File: config.mk
export PLATFORM = sky130hd
export DESIGN_NAME = mips_muldiv
export DESIGN_NICKNAME = d
export VERILOG_FILES = /design/src/rtl/mips_muldiv.sv
export SDC_FILE = /design/constraint.sdc
export NUM_CORES = 1
export LEC_CHECK = 0
export ABC_AREA = 1
export BUFFER_PORTS_ARGS = -buffer_cell sky130_fd_sc_hd__buf_4
export CORE_MARGIN = 8
export CORE_UTILIZATION = 62
export DETAILED_ROUTE_END_ITERATION = 8
export GPL_ROUTABILITY_DRIVEN = 0
export PLACE_DENSITY = 0.79
export REMOVE_ABC_BUFFERS = 1
export SYNTH_ARGS = -nofsm -noshare
export SYNTH_HDL_FRONTEND = slang
export SYNTH_SLANG_ARGS = --single-unit
File: constraint.sdc
create_clock -name clk -period 3.6 [get_ports clk]
set_clock_uncertainty 0.05 [all_clocks]
set_input_delay 0.72 -clock clk [delete_from_list [all_inputs] [get_ports clk]]
set_output_delay 0.72 -clock clk [all_outputs]
set_load 0.02 [all_outputs]
File: src/rtl/mips_muldiv.sv
// mips_muldiv: iterative MIPS HI/LO multiply/divide unit (one bit per cycle).
// Divide support is built only when MIPS_MULDIV_DIV_EN is defined.
module mips_muldiv #(
    parameter int WIDTH = 32
) (
    input  logic             clk,
    input  logic             reset,
    input  logic             req_valid,
    output logic             req_ready,
    input  logic [2:0]       req_op,
    input  logic [WIDTH-1:0] req_a,
    input  logic [WIDTH-1:0] req_b,
    output logic [WIDTH-1:0] hi_out,
    output logic [WIDTH-1:0] lo_out,
    output logic             busy,
    output logic             done,
    output logic             div_by_zero
);
    localparam int            CW       = $clog2(WIDTH);
    localparam logic [CW-1:0] CNT_LAST = CW'(WIDTH - 1);

    localparam logic [2:0] OP_MULT  = 3'b000;
    localparam logic [2:0] OP_MULTU = 3'b001;
    localparam logic [2:0] OP_MTHI  = 3'b100;
    localparam logic [2:0] OP_MTLO  = 3'b101;
`ifdef MIPS_MULDIV_DIV_EN
    localparam logic [2:0] OP_DIV   = 3'b010;
    localparam logic [2:0] OP_DIVU  = 3'b011;
`endif

    typedef enum logic [1:0] {
        IDLE = 2'd0,
        MUL  = 2'd1,
`ifdef MIPS_MULDIV_DIV_EN
        DIV  = 2'd2,
`endif
        FIX  = 2'd3
    } state_t;

    state_t             state_q, state_d;
    logic [CW-1:0]      cnt_q, cnt_d;
    logic [2*WIDTH-1:0] acc_q, acc_d;
    logic [WIDTH-1:0]   opb_q, opb_d;
    logic               neg_res_q, neg_res_d;
    logic [WIDTH-1:0]   hi_q, hi_d;
    logic [WIDTH-1:0]   lo_q, lo_d;
    logic               done_q, done_d;

    // Signed ops (MULT, DIV) have op[0] clear; unsigned ops never negate.
    logic               a_neg, b_neg;
    logic [WIDTH-1:0]   abs_a, abs_b;
    assign a_neg = ~req_op[0] & req_a[WIDTH-1];
    assign b_neg = ~req_op[0] & req_b[WIDTH-1];
    assign abs_a = a_neg ? -req_a : req_a;
    assign abs_b = b_neg ? -req_b : req_b;

    // Shift-add step: acc = {partial product, remaining multiplier bits}.
    logic [WIDTH:0]     mul_sum;
    logic [2*WIDTH-1:0] mul_next;
    logic [2*WIDTH-1:0] prod_fix;
    assign mul_sum  = {1'b0, acc_q[2*WIDTH-1:WIDTH]} + {1'b0, opb_q};
    assign mul_next = acc_q[0] ? {mul_sum, acc_q[WIDTH-1:1]}
                               : {1'b0, acc_q[2*WIDTH-1:1]};
    assign prod_fix = neg_res_q ? -acc_q : acc_q;

`ifdef MIPS_MULDIV_DIV_EN
    logic               neg_rem_q, neg_rem_d;
    logic               is_div_q, is_div_d;
    logic               dbz_q, dbz_d;
    // Restoring step: acc = {remainder, dividend bits becoming quotient bits}.
    logic [WIDTH:0]     div_diff;
    logic [2*WIDTH-1:0] div_next;
    logic [WIDTH-1:0]   quo_fix, rem_fix;
    assign div_diff = acc_q[2*WIDTH-1:WIDTH-1] - {1'b0, opb_q};
    assign div_next = div_diff[WIDTH] ? {acc_q[2*WIDTH-2:0], 1'b0}
                                      : {div_diff[WIDTH-1:0], acc_q[WIDTH-2:0], 1'b1};
    assign quo_fix  = neg_res_q ? -acc_q[WIDTH-1:0] : acc_q[WIDTH-1:0];
    assign rem_fix  = neg_rem_q ? -acc_q[2*WIDTH-1:WIDTH] : acc_q[2*WIDTH-1:WIDTH];
`endif

    always_comb begin
        state_d   = state_q;
        cnt_d     = cnt_q;
        acc_d     = acc_q;
        opb_d     = opb_q;
        neg_res_d = neg_res_q;
        hi_d      = hi_q;
        lo_d      = lo_q;
        done_d    = 1'b0;
`ifdef MIPS_MULDIV_DIV_EN
        neg_rem_d = neg_rem_q;
        is_div_d  = is_div_q;
        dbz_d     = 1'b0;
`endif
        case (state_q)
            IDLE: begin
                if (req_valid) begin
                    case (req_op)
                        OP_MULT, OP_MULTU: begin
                            acc_d     = {{WIDTH{1'b0}}, abs_b};
                            opb_d     = abs_a;
                            neg_res_d = a_neg ^ b_neg;
                            cnt_d     = CNT_LAST;
                            state_d   = MUL;
`ifdef MIPS_MULDIV_DIV_EN
                            is_div_d  = 1'b0;
`endif
                        end
`ifdef MIPS_MULDIV_DIV_EN
                        OP_DIV, OP_DIVU: begin
                            if (req_b == '0) begin
                                done_d = 1'b1;
                                dbz_d  = 1'b1;
                            end else begin
                                acc_d     = {{WIDTH{1'b0}}, abs_a};
                                opb_d     = abs_b;
                                neg_res_d = a_neg ^ b_neg;
                                neg_rem_d = a_neg;
                                is_div_d  = 1'b1;
                                cnt_d     = CNT_LAST;
                                state_d   = DIV;
                            end
                        end
`endif
                        OP_MTHI: hi_d = req_a;
                        OP_MTLO: lo_d = req_a;
                        default: ;
                    endcase
                end
            end
            MUL: begin
                acc_d = mul_next;
                if (cnt_q == '0) state_d = FIX;
                else             cnt_d   = cnt_q - 1'b1;
            end
`ifdef MIPS_MULDIV_DIV_EN
            DIV: begin
                acc_d = div_next;
                if (cnt_q == '0) state_d = FIX;
                else             cnt_d   = cnt_q - 1'b1;
            end
`endif
            FIX: begin
`ifdef MIPS_MULDIV_DIV_EN
                if (is_div_q) begin
                    hi_d = rem_fix;
                    lo_d = quo_fix;
                end else begin
                    hi_d = prod_fix[2*WIDTH-1:WIDTH];
                    lo_d = prod_fix[WIDTH-1:0];
                end
`else
                hi_d = prod_fix[2*WIDTH-1:WIDTH];
                lo_d = prod_fix[WIDTH-1:0];
`endif
                done_d  = 1'b1;
                state_d = IDLE;
            end
            default: state_d = IDLE;
        endcase
    end

    always_ff @(posedge clk or negedge reset) begin
        if (!reset) begin
            state_q   <= IDLE;
            cnt_q     <= '0;
            acc_q     <= '0;
            opb_q     <= '0;
            neg_res_q <= 1'b0;
            hi_q      <= '0;
            lo_q      <= '0;
            done_q    <= 1'b0;
`ifdef MIPS_MULDIV_DIV_EN
            neg_rem_q <= 1'b0;
            is_div_q  <= 1'b0;
            dbz_q     <= 1'b0;
`endif
        end else begin
            state_q   <= state_d;
            cnt_q     <= cnt_d;
            acc_q     <= acc_d;
            opb_q     <= opb_d;
            neg_res_q <= neg_res_d;
            hi_q      <= hi_d;
            lo_q      <= lo_d;
            done_q    <= done_d;
`ifdef MIPS_MULDIV_DIV_EN
            neg_rem_q <= neg_rem_d;
            is_div_q  <= is_div_d;
            dbz_q     <= dbz_d;
`endif
        end
    end

    assign req_ready = (state_q == IDLE);
    assign busy      = ~req_ready;
    assign hi_out    = hi_q;
    assign lo_out    = lo_q;
    assign done      = done_q;
`ifdef MIPS_MULDIV_DIV_EN
    assign div_by_zero = dbz_q;
`else
    assign div_by_zero = 1'b0;
`endif

endmodule
==> run_results.csv, run 1 <==
group,metric,value,unit
status,status,"finished, final reports clean",
pwr,internal-power,7.198,mW
floorplanning,die_h,165.3,um
route,routed-wl-met2,23.02,mm
timing,fmax,384.5,MHz
timing,setup_violations,0,
pwr,pwr-share-seq,0.253,
worst_setup_path,endpoint_kind,"register",
route,avgRoutedWirePerCell,18.23,um
global_route,grt_pass1_vias,15100,
pwr,power_density,991.4,mW/mm^2
layout,num-fill-cells,1938,
yosys,yosysTopAreaCell,"dfrtp_1",
global_route,track_usage,0.3658,
yosys,yosysMostFrequentCell,"nand2_1",
yosys,synth_common_cells,"830 x nand2_1, 262 x nor2_1, 253 x inv_1",
timing,tightest_slew,0.8416,ns
route,wl_met1,18.58,mm
pwr,p_sw_frac,0.5382,
clock_tree,cts_buffer_depth,2,
pwr,vdd_drop_max,0.0004807,V
yosys,synthArstFlopShare,1.000,
clock_tree,holdBufCountCts,0,
floorplanning,dieArea,0.02732,sq mm
floorplanning,core,0.02182,sq mm
route,via_per_inst,5.907,
yosys,synth_seq_cells,169,
clock_tree,root_buffer,"clkbuf_16",
layout,design_area,0.01572,sq mm
yosys,synthCells,2317,
route,first_pass_iters,7,
timing,relSlewSlack,0.4381,
yosys,yosys_warnings,0,
yosys,synth_flop_cell,"dfrtp_1",
route,routed.top_layer,"met4",
clock_tree,cts_setup_buffers,0,
timing,finalHoldViolCount,0,
layout,syn2layout_area_growth,13.79,%
route,drtIter0Drc,1965,
floorplanning,io_pins,138,
layout,fin_nets,2527,
worst_setup_path,worst_r2r_endpoint,"hi_out[23]",
min_path,min_path_type,"in -> async",
timing,finalHoldWorstSlack,0.2450,ns
clock_tree,cts_htree_levels,4,
clock_tree,cts_tree,"yes",
worst_setup_path,worst-setup-path-type,"reg -> reg",
yosys,avgSynthCellArea,5.963,sq um
yosys,synth_cell_types,39,
yosys,synth_top_area_share,0.3061,
pwr,power_frac_clock,0.126,
route,postRouteAntennaNets,0,
pwr,total_power,15.59,mW
worst_setup_path,crit_fanout,35,
placed_design,place_area,0.01511,sq mm
pwr,p_switching,8.389,mW
timing,rsz0062_at_grt,"no",
yosys,synth_edf_count,0,
route,drt_wl_total,49.45,mm
worst_setup_path,crit_path_start_kind,"register",
timing,final.setup.tns,0,ns
route,vias,16020,
global_route,grt-ovfl-total,0,
yosys,ys_seq_area_frac,0.3061,
worst_setup_path,worstPathArrival,2.91,ns
pwr,leakagePower,8.181,nW
timing,fin_crit_sh,0.7225,
worst_setup_path,r2r_cells,10,
floorplanning,start_util,0.6331,
yosys,synthTopCellsByArea,"dfrtp_1 31%, nand2_1 23%, nand3_1 8.2%, nor2_1 7.1%, inv_1 6.9%",
clock_tree,cts_made_buffers,17,
worst_setup_path,rr_startpoint,"acc_q[0]",
clock_tree,clk_pin_slew_worst_paths,0.07,ns
yosys,syn_area,0.01382,sq mm
clock_tree,cts_sinks,169,
timing,slew_violations,0,
pwr,comb_power_share,0.622,
timing,layout_min_cycle_time,2.601,ns
placed_design,port_buffers,136,
floorplanning,placementRows,54,
route,wl_met3,4.982,mm
clock_tree,clk-insertion-delay-late,0.44,ns
route,route.detailed.drc,0,
worst_setup_path,r2r_setup_slack,1.0,ns
worst_setup_path,crit_required,3.91,ns
floorplanning,die_x,165.3,um
layout,drive_gt1_frac,0.09827,
global_route,grt_pass1_wl,78.32,mm
global_route,grt_max_degree,77,
flow_run,max-cap-violations,0,
clock_tree,cts-resized-gates,0,
global_route,antenna_found_initial,0,
layout,diodes,0,
placed_design,dp_hpwl,37.90,mm
layout,utilization,0.7204,
power by group through the flow:
| stage | clock network, mW | logic (mW) | registers [mW] |
|---|---|---|---|
| after floorplan | 0 | 6.04 | 4.06 |
| after global placement | 0 | 9.20 | 3.89 |
| after detailed placement | 0 | 9.43 | 3.90 |
| after CTS | 1.94 | 9.50 | 3.87 |
| after global routing | 2.03 | 10.8 | 4.01 |
| final | 1.96 | 9.69 | 3.94 |
stage by stage:
step,std cells,setup slack (ns)
after floorplan,2245,0.02883
after global placement,2680,1.039
after detailed placement,2680,1.003
after CTS,2712,1.136
after global routing,2712,0.8791
final,2712,0.9989
worst max-delay path, cell delays in order, from the launching register on:
cell and delay, ns:
dfrtp_1 0.39, inv_2 0.06, buf_4 0.38, nand3_1 0.24, nor2_2 0.29, nand3_1 0.27, nor2_1 0.36, nand2_1 0.17
nand3_1 0.10, nand2_1 0.06, o21ai_1 0.15
layer usage:
layer | vias to the layer above | global-route usage
met2 | 927 | 0.5985
met1 | 7270 | 0.4462
met4 | 0 | 0.2027
met5 | - | 0
met3 | 197 | 0.07338
li1 | 7627 | -
worst max path at each step:
stage                          start         end  slack (ns)
after floorplan           state_q[0]  hi_out[25]        0.03
final                       acc_q[0]  hi_out[23]         1.0
after global placement     req_op[1]  lo_out[26]        1.04
after global routing        acc_q[0]  hi_out[11]        0.88
after CTS                   acc_q[0]  hi_out[23]        1.14
after detailed placement   req_op[1]  lo_out[26]        1.00
cells in the final DEF, fill, tap and decap left out, types with 14 or more instances in the layout:
cell type  instances
inv_2             37
o211ai_1          24
o21ai_0           62
xor2_1            29
nand3_1          227
nand4_1           24
o22ai_1           14
nor3_1            21
o21ai_1          115
ha_1              37
dfrtp_1          168
clkbuf_16         17
a21oi_1           88
nor2_1           260
inv_1            253
buf_4            151
nand2_1          828
state kept, by name (all words and copies together), names as in the netlist:
signal and flops:
state_q 2, neg_res_q 1, lo_out 32, acc_q 64, cnt_q 5, hi_out 32, opb_q 32, done 1
cells by family after synthesis:
family	after synthesis	synth area share
flip-flops	169	0.3061
AO/OA/AOI/OAI	324	0.1273
XOR/XNOR	34	0.02155
AND/OR/NAND/NOR	1388	0.4105
other	1	0.0002714
buffers and inverters	363	0.09934
adder cells (fa/ha/maj)	38	0.03495
area by class of cell:
| type | count | area [sq um] | area share |
|---|---|---|---|
| Tap cell | 280 | 350.3 | 0.02228 |
| Clock inverter | 12 | 165.2 | 0.01050 |
| Sequential cell | 169 | 4230 | 0.2691 |
| Multi-Input combinational cell | 1785 | 8233 | 0.5236 |
| Timing Repair Buffer | 155 | 1205 | 0.07664 |
| Inverter | 291 | 1092 | 0.06947 |
| Clock buffer | 20 | 446.7 | 0.02841 |
Note: power is estimated with default switching activity, not from simulation.
==> inputs of run 2 (changes only) <==
CORE_UTILIZATION = 55   (was 62)
PLACE_DENSITY = 0.74   (was 0.79)
clock period = 2.11 ns   (was 3.6 ns; I/O delays follow)
==> run 2 against run 1 <==
Effect of this change: the flow now finishes with violations (negative setup slack); total power is 87% higher; sequential cell count stayed put; non-clock buffer count is 109 higher; routed wire length is 7.4% higher; hold slack worse by 0.042 ns; sequential share of layout area is 2.2 points lower; design area is 8.9% higher; clock power is 67% higher; cell count is 5.9% higher; global-route usage is 2.8 points lower; maximum frequency is 18% higher; combinational power is 100% higher; critical endpoint is now hi_out[2]; largest cell class unchanged; largest power group unchanged.
==> run_results.csv, run 2 (synthesized netlist as in run 1, its figures left out) <==
group,metric,value,unit
worst_setup_path,crit_fanout,7,
pwr,power_density,1705,mW/mm^2
placed_design,dp_hpwl,40.36,mm
timing,finalHoldViolCount,0,
clock_tree,clk-insertion-delay-late,0.44,ns
min_path,min_path_type,"in -> reg",
timing,setup_violations,2,
worst_setup_path,endpoint_kind,"register",
global_route,grt_pass1_wl,82.57,mm
timing,finalHoldWorstSlack,0.2025,ns
floorplanning,die_x,174.5,um
floorplanning,core,0.02489,sq mm
clock_tree,cts_made_buffers,17,
route,first_pass_iters,6,
timing,final.setup.tns,-0.1014,ns
worst_setup_path,worstPathArrival,2.46,ns
timing,tightest_slew,0.6121,ns
route,drtIter0Drc,2039,
pwr,vdd_drop_max,0.0009657,V
placed_design,port_buffers,136,
clock_tree,cts_buffer_depth,2,
clock_tree,root_buffer,"clkbuf_16",
clock_tree,clk_pin_slew_worst_paths,0.08,ns
worst_setup_path,worst-setup-path-type,"reg -> reg",
global_route,grt_pass1_vias,15730,
layout,diodes,0,
route,drt_wl_total,53.14,mm
global_route,grt_max_degree,84,
route,route.detailed.drc,0,
pwr,total_power,29.20,mW
pwr,comb_power_share,0.671,
pwr,internal-power,13.76,mW
layout,fin_nets,2636,
pwr,p_switching,15.45,mW
timing,fin_crit_sh,1.045,
layout,syn2layout_area_growth,23.95,%
worst_setup_path,crit_path_start_kind,"register",
worst_setup_path,crit_chain,"buf_6, nor2_4, nand2_2, nor2_4, nand2_1, nor2_1, nand2_1, nand2_4, nand2_1, o21ai_0, nand2_1",
pwr,power_frac_clock,0.112,
timing,slew_violations,0,
pwr,leakagePower,8.814,nW
layout,largest_register_ffs,64,
clock_tree,cts_htree_levels,4,
worst_setup_path,cp.buffers_inverters,1,
route,avgRoutedWirePerCell,18.51,um
layout,mostFrequentLayoutCell,"nand2_1",
timing,relSlewSlack,0.5915,
floorplanning,dieArea,0.03045,sq mm
worst_setup_path,r2r_setup_slack,-0.09,ns
floorplanning,placementRows,58,
worst_setup_path,crit_required,2.36,ns
timing,layout_min_cycle_time,2.204,ns
clock_tree,cts_sinks,169,
global_route,track_usage,0.3380,
timing,rsz0062_at_grt,"yes",
pwr,p_sw_frac,0.5289,
layout,drive_gt1_frac,0.1724,
timing,fmax,453.7,MHz
worst_setup_path,critPathMaxStageDelay,0.42,ns
floorplanning,die_h,174.5,um
status,violations,"negative setup slack",
global_route,antenna_found_initial,0,
layout,largest-register,"acc_q",
floorplanning,io_pins,138,
worst_setup_path,cpMostUsedCell,"nand2_1",
route,via_per_inst,5.767,
worst_setup_path,cp_slowest_cell,"dfrtp_1",
floorplanning,start_util,0.5551,
status,status,"complete, but fails checks",
layout,most-common-layout-cells,"808 x nand2_1, 253 x inv_1, 248 x buf_4",
route,postRouteAntennaNets,0,
route,vias,16560,
worst_setup_path,crit_family,"simple AND/OR/NAND/NOR gates",
pwr,pwr-share-seq,0.217,
flow_run,max-cap-violations,0,
global_route,grt-ovfl-total,0,
clock_tree,cts_tree,"yes",
timing,setup_slack,-0.09390,ns
run 2: through the flow:
stage                     cell area (sq um)  utilization  worst slack [ns]  instances
after floorplan                       13540            -            -1.461       2245
after global placement                16010       0.6431         -0.009127       2826
after detailed placement              16010       0.6431          -0.02022       2826
after CTS                             16650       0.6690          0.005938       2859
after global routing                  17130       0.6880           -0.1303       2871
final                                 17130       0.6880          -0.09390       2871
run 2: cell type report:
| type | instances | area [sq um] |
|---|---|---|
| tap | 330 | 412.9 |
| fill | 2247 | 7765 |
| multi-input combinational | 1785 | 8641 |
| timing repair buffer | 264 | 2146 |
| clock buffer | 19 | 452.9 |
| inverter | 291 | 1092 |
| sequential | 169 | 4232 |
| clock inverter | 13 | 150.1 |
run 2: tightest hold or removal path: cells and delay by family:
family / cells / cell delay [ns]
buffers and inverters: 1 / 0.12
AND/OR/NAND/NOR: 1 / 0.07
AO/OA/AOI/OAI: 1 / 0.05
run 2: power groups by stage:
| stage | Combinational [mW] | Sequential (mW) | Clock, mW |
|---|---|---|---|
| 5_1_grt | 21.5 | 6.46 | 3.39 |
| 2_1_floorplan | 10.3 | 6.93 | 0 |
| 4_1_cts | 18.1 | 6.16 | 3.27 |
| 3_3_place_gp | 17.6 | 6.16 | 0 |
| 3_5_place_dp | 17.9 | 6.20 | 0 |
| 6_report | 19.6 | 6.34 | 3.27 |
run 2: worst paths after layout:
path	startpoint	to	depth (start not counted)
worst max-delay path	acc_q[4]	hi_out[2]	11
worst min-delay path	req_b[31]	acc_q[31]	3
worst max register to register	acc_q[4]	hi_out[2]	11
worst min register to register	cnt_q[4]	cnt_q[4]	1
max in group asynchronous	reset	opb_q[3]	3
min in group asynchronous	reset	lo_out[13]	2
run 2: per-layer routing:
metal | vias up | global-route usage | share of wire
met3 | 223 | 0.06205 | 0.097
li1 | 7832 | - | -
met2 | 976 | 0.5542 | 0.46
met4 | 0 | 0.1763 | 0.060
met1 | 7527 | 0.4189 | 0.38
met5 | - | 0 | 0
run 2: timing repair:
item	in CTS	in global routing
hold buffers	1	0
pin swaps	0	14
buffers inserted	0	12
gates resized for setup	9	95
hold endpoints to repair	36	0
setup endpoints to repair	14	54
